File: src/rtl/tx_pkg.sv
// Shared types and constants for the bit-stuffing serial transmitter:
// FSM state encoding, line-phase opcodes and default packet geometry.
package tx_pkg;

  localparam int DEF_SYNC_W      = 8;
  localparam int DEF_DATA_W      = 16;
  localparam int DEF_STUFF_LIMIT = 6;
  localparam int DEF_EOP_LEN     = 2;

  typedef enum logic [2:0] {
    IDLE,
    SYNC,
    DATA,
    STUFF,
    EOP
  } tx_state_e;

  localparam logic [3:0] OP_IDLE  = 4'h0;
  localparam logic [3:0] OP_SYNC  = 4'h1;
  localparam logic [3:0] OP_DATA  = 4'h2;
  localparam logic [3:0] OP_STUFF = 4'h3;
  localparam logic [3:0] OP_EOP   = 4'h4;

endpackage

File: src/rtl/nrzi_encoder.sv
// NRZI line encoder: a 0 bit toggles the line level, a 1 bit holds it.
// Also forces the line to 0 for EOP or back to idle level 1.
module nrzi_encoder (
  input  logic clk,
  input  logic rst,
  input  logic bit_valid,
  input  logic bit_in,
  input  logic force_se0,
  input  logic force_idle,
  output logic line
);

  logic level_q;
  logic line_q;
  logic level_d;

  assign level_d = bit_in ? level_q : ~level_q;

  // The level is kept separately from the line so that EOP can drive 0
  // without disturbing it; returning to idle restores it to 1.
  // NOTE: state registers use non-blocking assignments so every flop samples
  // the pre-edge values, independent of statement order.
  always_ff @(posedge clk) begin
    if (rst || force_idle) begin
      level_q <= 1'b1;
      line_q  <= 1'b1;
    end else if (force_se0) begin
      line_q  <= 1'b0;
    end else if (bit_valid) begin
      level_q <= level_d;
      line_q  <= level_d;
    end else begin
      line_q  <= level_q;
    end
  end

  assign line = line_q;

endmodule

File: src/rtl/bitstuff_transmitter.sv
// Packet transmitter: SYNC field, bit-stuffed LSB-first data word, then EOP,
// all NRZI-encoded onto one line with a registered phase opcode.
module bitstuff_transmitter
  import tx_pkg::*;
#(
  parameter int DATA_W      = DEF_DATA_W,
  parameter int SYNC_W      = DEF_SYNC_W,
  parameter int STUFF_LIMIT = DEF_STUFF_LIMIT,
  parameter int EOP_LEN     = DEF_EOP_LEN
) (
  input  logic              clk,
  input  logic              rst,
  input  logic              SIE,
  input  logic              STUFF_OPER_tx,
  input  logic [SYNC_W-1:0] sync_data,
  input  logic [DATA_W-1:0] data_in,
  output logic              SYNC_pattern,
  output logic              encoded_dataout,
  output logic [3:0]        opcode
);

  localparam int CNT_W  = $clog2(DATA_W + SYNC_W + EOP_LEN + 1);
  localparam int ONES_W = $clog2(STUFF_LIMIT + 1);

  tx_state_e         state_q;
  logic [CNT_W-1:0]  cnt_q;
  logic [ONES_W-1:0] ones_q;
  logic [ONES_W-1:0] ones_d;
  logic [SYNC_W-1:0] sync_q;
  logic [DATA_W-1:0] data_q;
  logic              stuff_en_q;
  logic [3:0]        opcode_q;
  logic              sync_pattern_q;

  logic bit_valid;
  logic bit_in;
  logic force_se0;
  logic force_idle;
  logic stuff_req;
  logic eop_done;

  assign ones_d    = data_q[0] ? ones_q + 1'b1 : '0;
  assign stuff_req = stuff_en_q && data_q[0] && (ones_d == ONES_W'(STUFF_LIMIT));
  assign eop_done  = (cnt_q == CNT_W'(EOP_LEN));

  // Encoder controls are decoded from the current state, so the encoder's
  // registered line lands on the same edge as the registered opcode.
  // NOTE: every output of a combinational block gets a default first, so no
  // path through the case leaves one unassigned and infers a latch.
  always_comb begin
    bit_valid  = 1'b0;
    bit_in     = 1'b1;
    force_se0  = 1'b0;
    force_idle = 1'b0;
    case (state_q)
      IDLE:  force_idle = 1'b1;
      SYNC:  begin bit_valid = 1'b1; bit_in = sync_q[0]; end
      DATA:  begin bit_valid = 1'b1; bit_in = data_q[0]; end
      STUFF: begin bit_valid = 1'b1; bit_in = 1'b0;      end
      EOP:   if (eop_done) force_idle = 1'b1; else force_se0 = 1'b1;
      default: force_idle = 1'b1;
    endcase
  end

  always_ff @(posedge clk) begin
    if (rst) begin
      state_q        <= IDLE;
      cnt_q          <= '0;
      ones_q         <= '0;
      sync_q         <= '0;
      data_q         <= '0;
      stuff_en_q     <= 1'b0;
      opcode_q       <= OP_IDLE;
      sync_pattern_q <= 1'b0;
    end else begin
      case (state_q)
        IDLE: begin
          opcode_q       <= OP_IDLE;
          sync_pattern_q <= 1'b0;
          cnt_q          <= '0;
          ones_q         <= '0;
          if (SIE) begin
            sync_q     <= sync_data;
            data_q     <= data_in;
            stuff_en_q <= STUFF_OPER_tx;
            state_q    <= SYNC;
          end
        end
        SYNC: begin
          opcode_q       <= OP_SYNC;
          sync_pattern_q <= 1'b1;
          sync_q         <= sync_q >> 1;
          if (cnt_q == CNT_W'(SYNC_W - 1)) begin
            cnt_q   <= '0;
            ones_q  <= '0;
            state_q <= DATA;
          end else begin
            cnt_q <= cnt_q + 1'b1;
          end
        end
        DATA: begin
          opcode_q       <= OP_DATA;
          sync_pattern_q <= 1'b0;
          data_q         <= data_q >> 1;
          ones_q         <= ones_d;
          // cnt_q counts consumed data bits; STUFF uses it to spot the last one.
          if (stuff_req) begin
            cnt_q   <= cnt_q + 1'b1;
            state_q <= STUFF;
          end else if (cnt_q == CNT_W'(DATA_W - 1)) begin
            cnt_q   <= '0;
            state_q <= EOP;
          end else begin
            cnt_q <= cnt_q + 1'b1;
          end
        end
        STUFF: begin
          opcode_q       <= OP_STUFF;
          sync_pattern_q <= 1'b0;
          ones_q         <= '0;
          if (cnt_q == CNT_W'(DATA_W)) begin
            cnt_q   <= '0;
            state_q <= EOP;
          end else begin
            state_q <= DATA;
          end
        end
        EOP: begin
          sync_pattern_q <= 1'b0;
          if (eop_done) begin
            opcode_q <= OP_IDLE;
            cnt_q    <= '0;
            state_q  <= IDLE;
          end else begin
            opcode_q <= OP_EOP;
            cnt_q    <= cnt_q + 1'b1;
          end
        end
        default: begin
          opcode_q       <= OP_IDLE;
          sync_pattern_q <= 1'b0;
          state_q        <= IDLE;
        end
      endcase
    end
  end

  nrzi_encoder u_nrzi (
    .clk        (clk),
    .rst        (rst),
    .bit_valid  (bit_valid),
    .bit_in     (bit_in),
    .force_se0  (force_se0),
    .force_idle (force_idle),
    .line       (encoded_dataout)
  );

  assign opcode       = opcode_q;
  assign SYNC_pattern = sync_pattern_q;

endmodule

File: config.mk
export PLATFORM = sky130hd
export DESIGN_NAME = bitstuff_transmitter
export DESIGN_NICKNAME = d
export VERILOG_FILES = /design/src/rtl/tx_pkg.sv /design/src/rtl/nrzi_encoder.sv /design/src/rtl/bitstuff_transmitter.sv
export SDC_FILE = /design/constraint.sdc
export NUM_CORES = 1
export LEC_CHECK = 0
export CAP_MARGIN = 20
export CORE_ASPECT_RATIO = 0.9
export CORE_MARGIN = 2
export CORE_UTILIZATION = 47
export DETAILED_ROUTE_END_ITERATION = 16
export GPL_ROUTABILITY_DRIVEN = 0
export PLACE_DENSITY_LB_ADDON = 0.2
export SLEW_MARGIN = 10
export SYNTH_ARGS = -nofsm -noshare
export SYNTH_HDL_FRONTEND = slang
export SYNTH_SLANG_ARGS = --single-unit
File: constraint.sdc
create_clock -name clk -period 1.77 [get_ports clk]
set_clock_uncertainty 0.2 [all_clocks]
set_input_delay 0.354 -clock clk [delete_from_list [all_inputs] [get_ports clk]]
set_output_delay 0.354 -clock clk [all_outputs]
set_load 0.01 [all_outputs]
==> metrics.txt <==
DR vias=around 2000; status=finished, violations left; crit path DAT=1.89 ns; via/cell ratio=5.73; worst-path fanout max=5; Post-Synthesis Cells=approximately 250; post-synthesis simple-gate area fraction=25.0%; RSZ-0062 raised after global routing=yes; Synth top cells by count=43 x nand2_1, 42 x dfxtp_1, 29 x nor2_1; Multi-input gate area=around 0.0012 mm²; Final period util=105%; ys async rst share=0%; worst hold path class=register to register; synth top area cells=dfxtp_1 41%, nand2_1 7.8%, a311oi_1 7.2%, nor2_1 5.3%, ha_1 3.6%; xor and xnor area share after synthesis=1.28%; GRT Resource Usage Total=22.7%; hold_ws=~0.26 ns; port bufs=32; sequential share of the synthesized area=40.9%; drt total wl=about 5500 µm; largest family of logic cells by synthesized area=simple AND/OR/NAND/NOR gates; startpoint types=register; leak pwr=1.16 nW; area share of fa/ha/maj cells after synthesis=3.65%; reg2reg end=state_q[1]; Worst Hold End=sync_q[4]; I/O pin total=34; TritonCTS clock tree=yes; worst-case clock buffer depth=2; first-pass GRT wire length=8600 µm; initial antenna violation count=0; ANT cells=0; largest net degree at the start of global routing=31; Hold Path Depth=2; Setup violations, final=6; Max-Cap Viols=0; die area=roughly 0.005 mm²; number of global-route vias before repair=1856; DP Worst Slack=-0.347 ns; Synth Register Bits=42; EDFF count, synth=0; Fillers=334; register area=852 µm²; Core Area=about 0.0041 mm²; Hold-fix buffers, CTS=0; R2R Setup Slk=-0.08 ns; DRT antenna net count=0; CP Capture Type=register; failing checks=setup timing; drt first-iter violations=150; Final Core Density=71.5%; clk_lat worst skew=0.30 ns; clk slew on worst S/H paths=0.08 ns; maximum vdd ir drop=510 µV; fin nets=342; Tmin final=1.85 ns; CTS Root Cell=clkbuf_8; most common cell in the synthesized netlist=nand2_1; DRC=0; critical path class=register to register; Worst EP required=around 1.8 ns; synthesized area=between 0.002 and 0.0025 mm²; initial core utilization=around 50%; Mapped Nets=281; hold path start=sync_q[4]; predominant post-synthesis flop cell=dfxtp_1; Die X-Extent=73.8 µm; Synth area leader=dfxtp_1; fmax=541 MHz; number of H-tree levels=2; Synth Area per Inst=about 8.3 µm²; Layout area overhead=43.5%; Compound-Gate Fraction of Synth Area=between 20 and 25%; HPWL Detailed=about 3600 µm; setup_tns=-0.221 ns; R2R depth=6; DR pass1 iterations=4; PwrDens=1030 mW/mm²; worst reg2reg path startpoint=cnt_q[0]; Design Power=3.04 mW; final hold viol count=0; multiplexer share of the synthesized area=0.486%; total grt overflow=0; synth unique cells=47; wire per inst=15.5 µm; clock sinks=42; post-synth top area share=40.9%; cell row count=22; fraction of layout cells with a size suffix above 1=28.2%; Setup crit start=cnt_q[0]; die height=~67 µm; Max Slew Vio Count=0; final worst setup slack=-0.0799 ns; Inserted Clock Buffers=5; yosys warns=0
worst max-delay path: stages (launching register included):
cell       delay, ns
dfxtp_4         0.37
inv_4           0.06
ha_4            0.11
or4b_4          0.49
o2bb2ai_4       0.18
a211o_1         0.25
a21oi_2         0.12
kinds of logic after synthesis:
kind of cell    count (synthesis)
xor+xnor                        3
fa+ha+maj                       6
simple gates                  103
flops                          42
compound gates                 64
mux                             1
buf+inv                        27
other cells                     1
cell type report:
class	count	area share, %
Tap cell	48	2.03
Sequential cell	42	28.8
Inverter	7	0.974
Timing Repair Buffer	74	23.2
Clock buffer	6	2.80
Multi-Input combinational cell	178	41.8
Clock inverter	2	0.424
state kept, by name, summed over array words and instances, names as in the netlist:
signal,count
u_nrzi.line,1
opcode,3
ones_q,3
sync_q,8
data_q,16
u_nrzi.level_q,1
state_q,3
stuff_en_q,1
SYNC_pattern,1
cnt_q,5
power by group:
group | switching [mW] | leakage [nW] | internal [mW]
combinational | 0.568 | 0.767 | 0.577
clock | 0.352 | 0.0472 | 0.314
sequential | 0.114 | 0.347 | 1.12
cells in the final DEF (no fill, tap or decap), types with 2 or more instances in the layout:
cell	netlist	final
a211oi_1	5	2
o21ai_1	1	2
o22ai_1	4	4
buf_4	2	38
and4bb_2	2	2
clkbuf_8	0	6
a311oi_2	0	4
nor3_2	1	2
dfxtp_4	0	2
nor3_1	6	5
clkdlybuf4s50_1	0	31
nor3b_1	4	2
or4b_4	1	2
xnor2_1	3	2
o21ai_0	8	4
buf_12	0	2
nand2b_1	4	4
o21bai_1	3	2
a22oi_1	6	6
ha_1	6	4
inv_1	7	6
dfxtp_2	0	3
a311oi_1	17	13
nor3b_2	1	3
or3b_1	2	2
nor2_1	29	28
o21ai_2	0	3
nand2_1	43	43
a211oi_2	0	3
a21oi_1	11	11
dfxtp_1	42	37
worst max-delay path by stage:
| stage | endpoint | slack [ns] | cells after the start |
|---|---|---|---|
| floorplan | state_q[1] | 0.02 | 6 |
| global placement | sync_q[0] | -0.32 | 5 |
| detailed placement | sync_q[0] | -0.35 | 5 |
| CTS | state_q[1] | -0.08 | 6 |
| global route | state_q[1] | -0.11 | 6 |
| finish | state_q[1] | -0.08 | 6 |
per-layer routing:
| layer | track usage [%] | wire, µm |
|---|---|---|
| met5 | 0 | 0 |
| met4 | 8.86 | 82 |
| met3 | 4.84 | 215 |
| met1 | 31.5 | 2640 |
| met2 | 34.0 | 2580 |
through the flow:
step                std cells  instance area [µm²]
finish                    357                 2950
global route              357                 2950
CTS                       354                 2810
detailed placement        345                 2670
global placement          345                 2670
floorplan                 247                 2070
timing repair:
item / 4_1_cts / 5_1_grt
pin swaps: 2 / 9
setup endpoints to repair: 10 / 34
resized for setup: 10 / 26
gates cloned: 0 / 1
setup buffers: 1 / 2
Power figures use the tool's default switching activity.
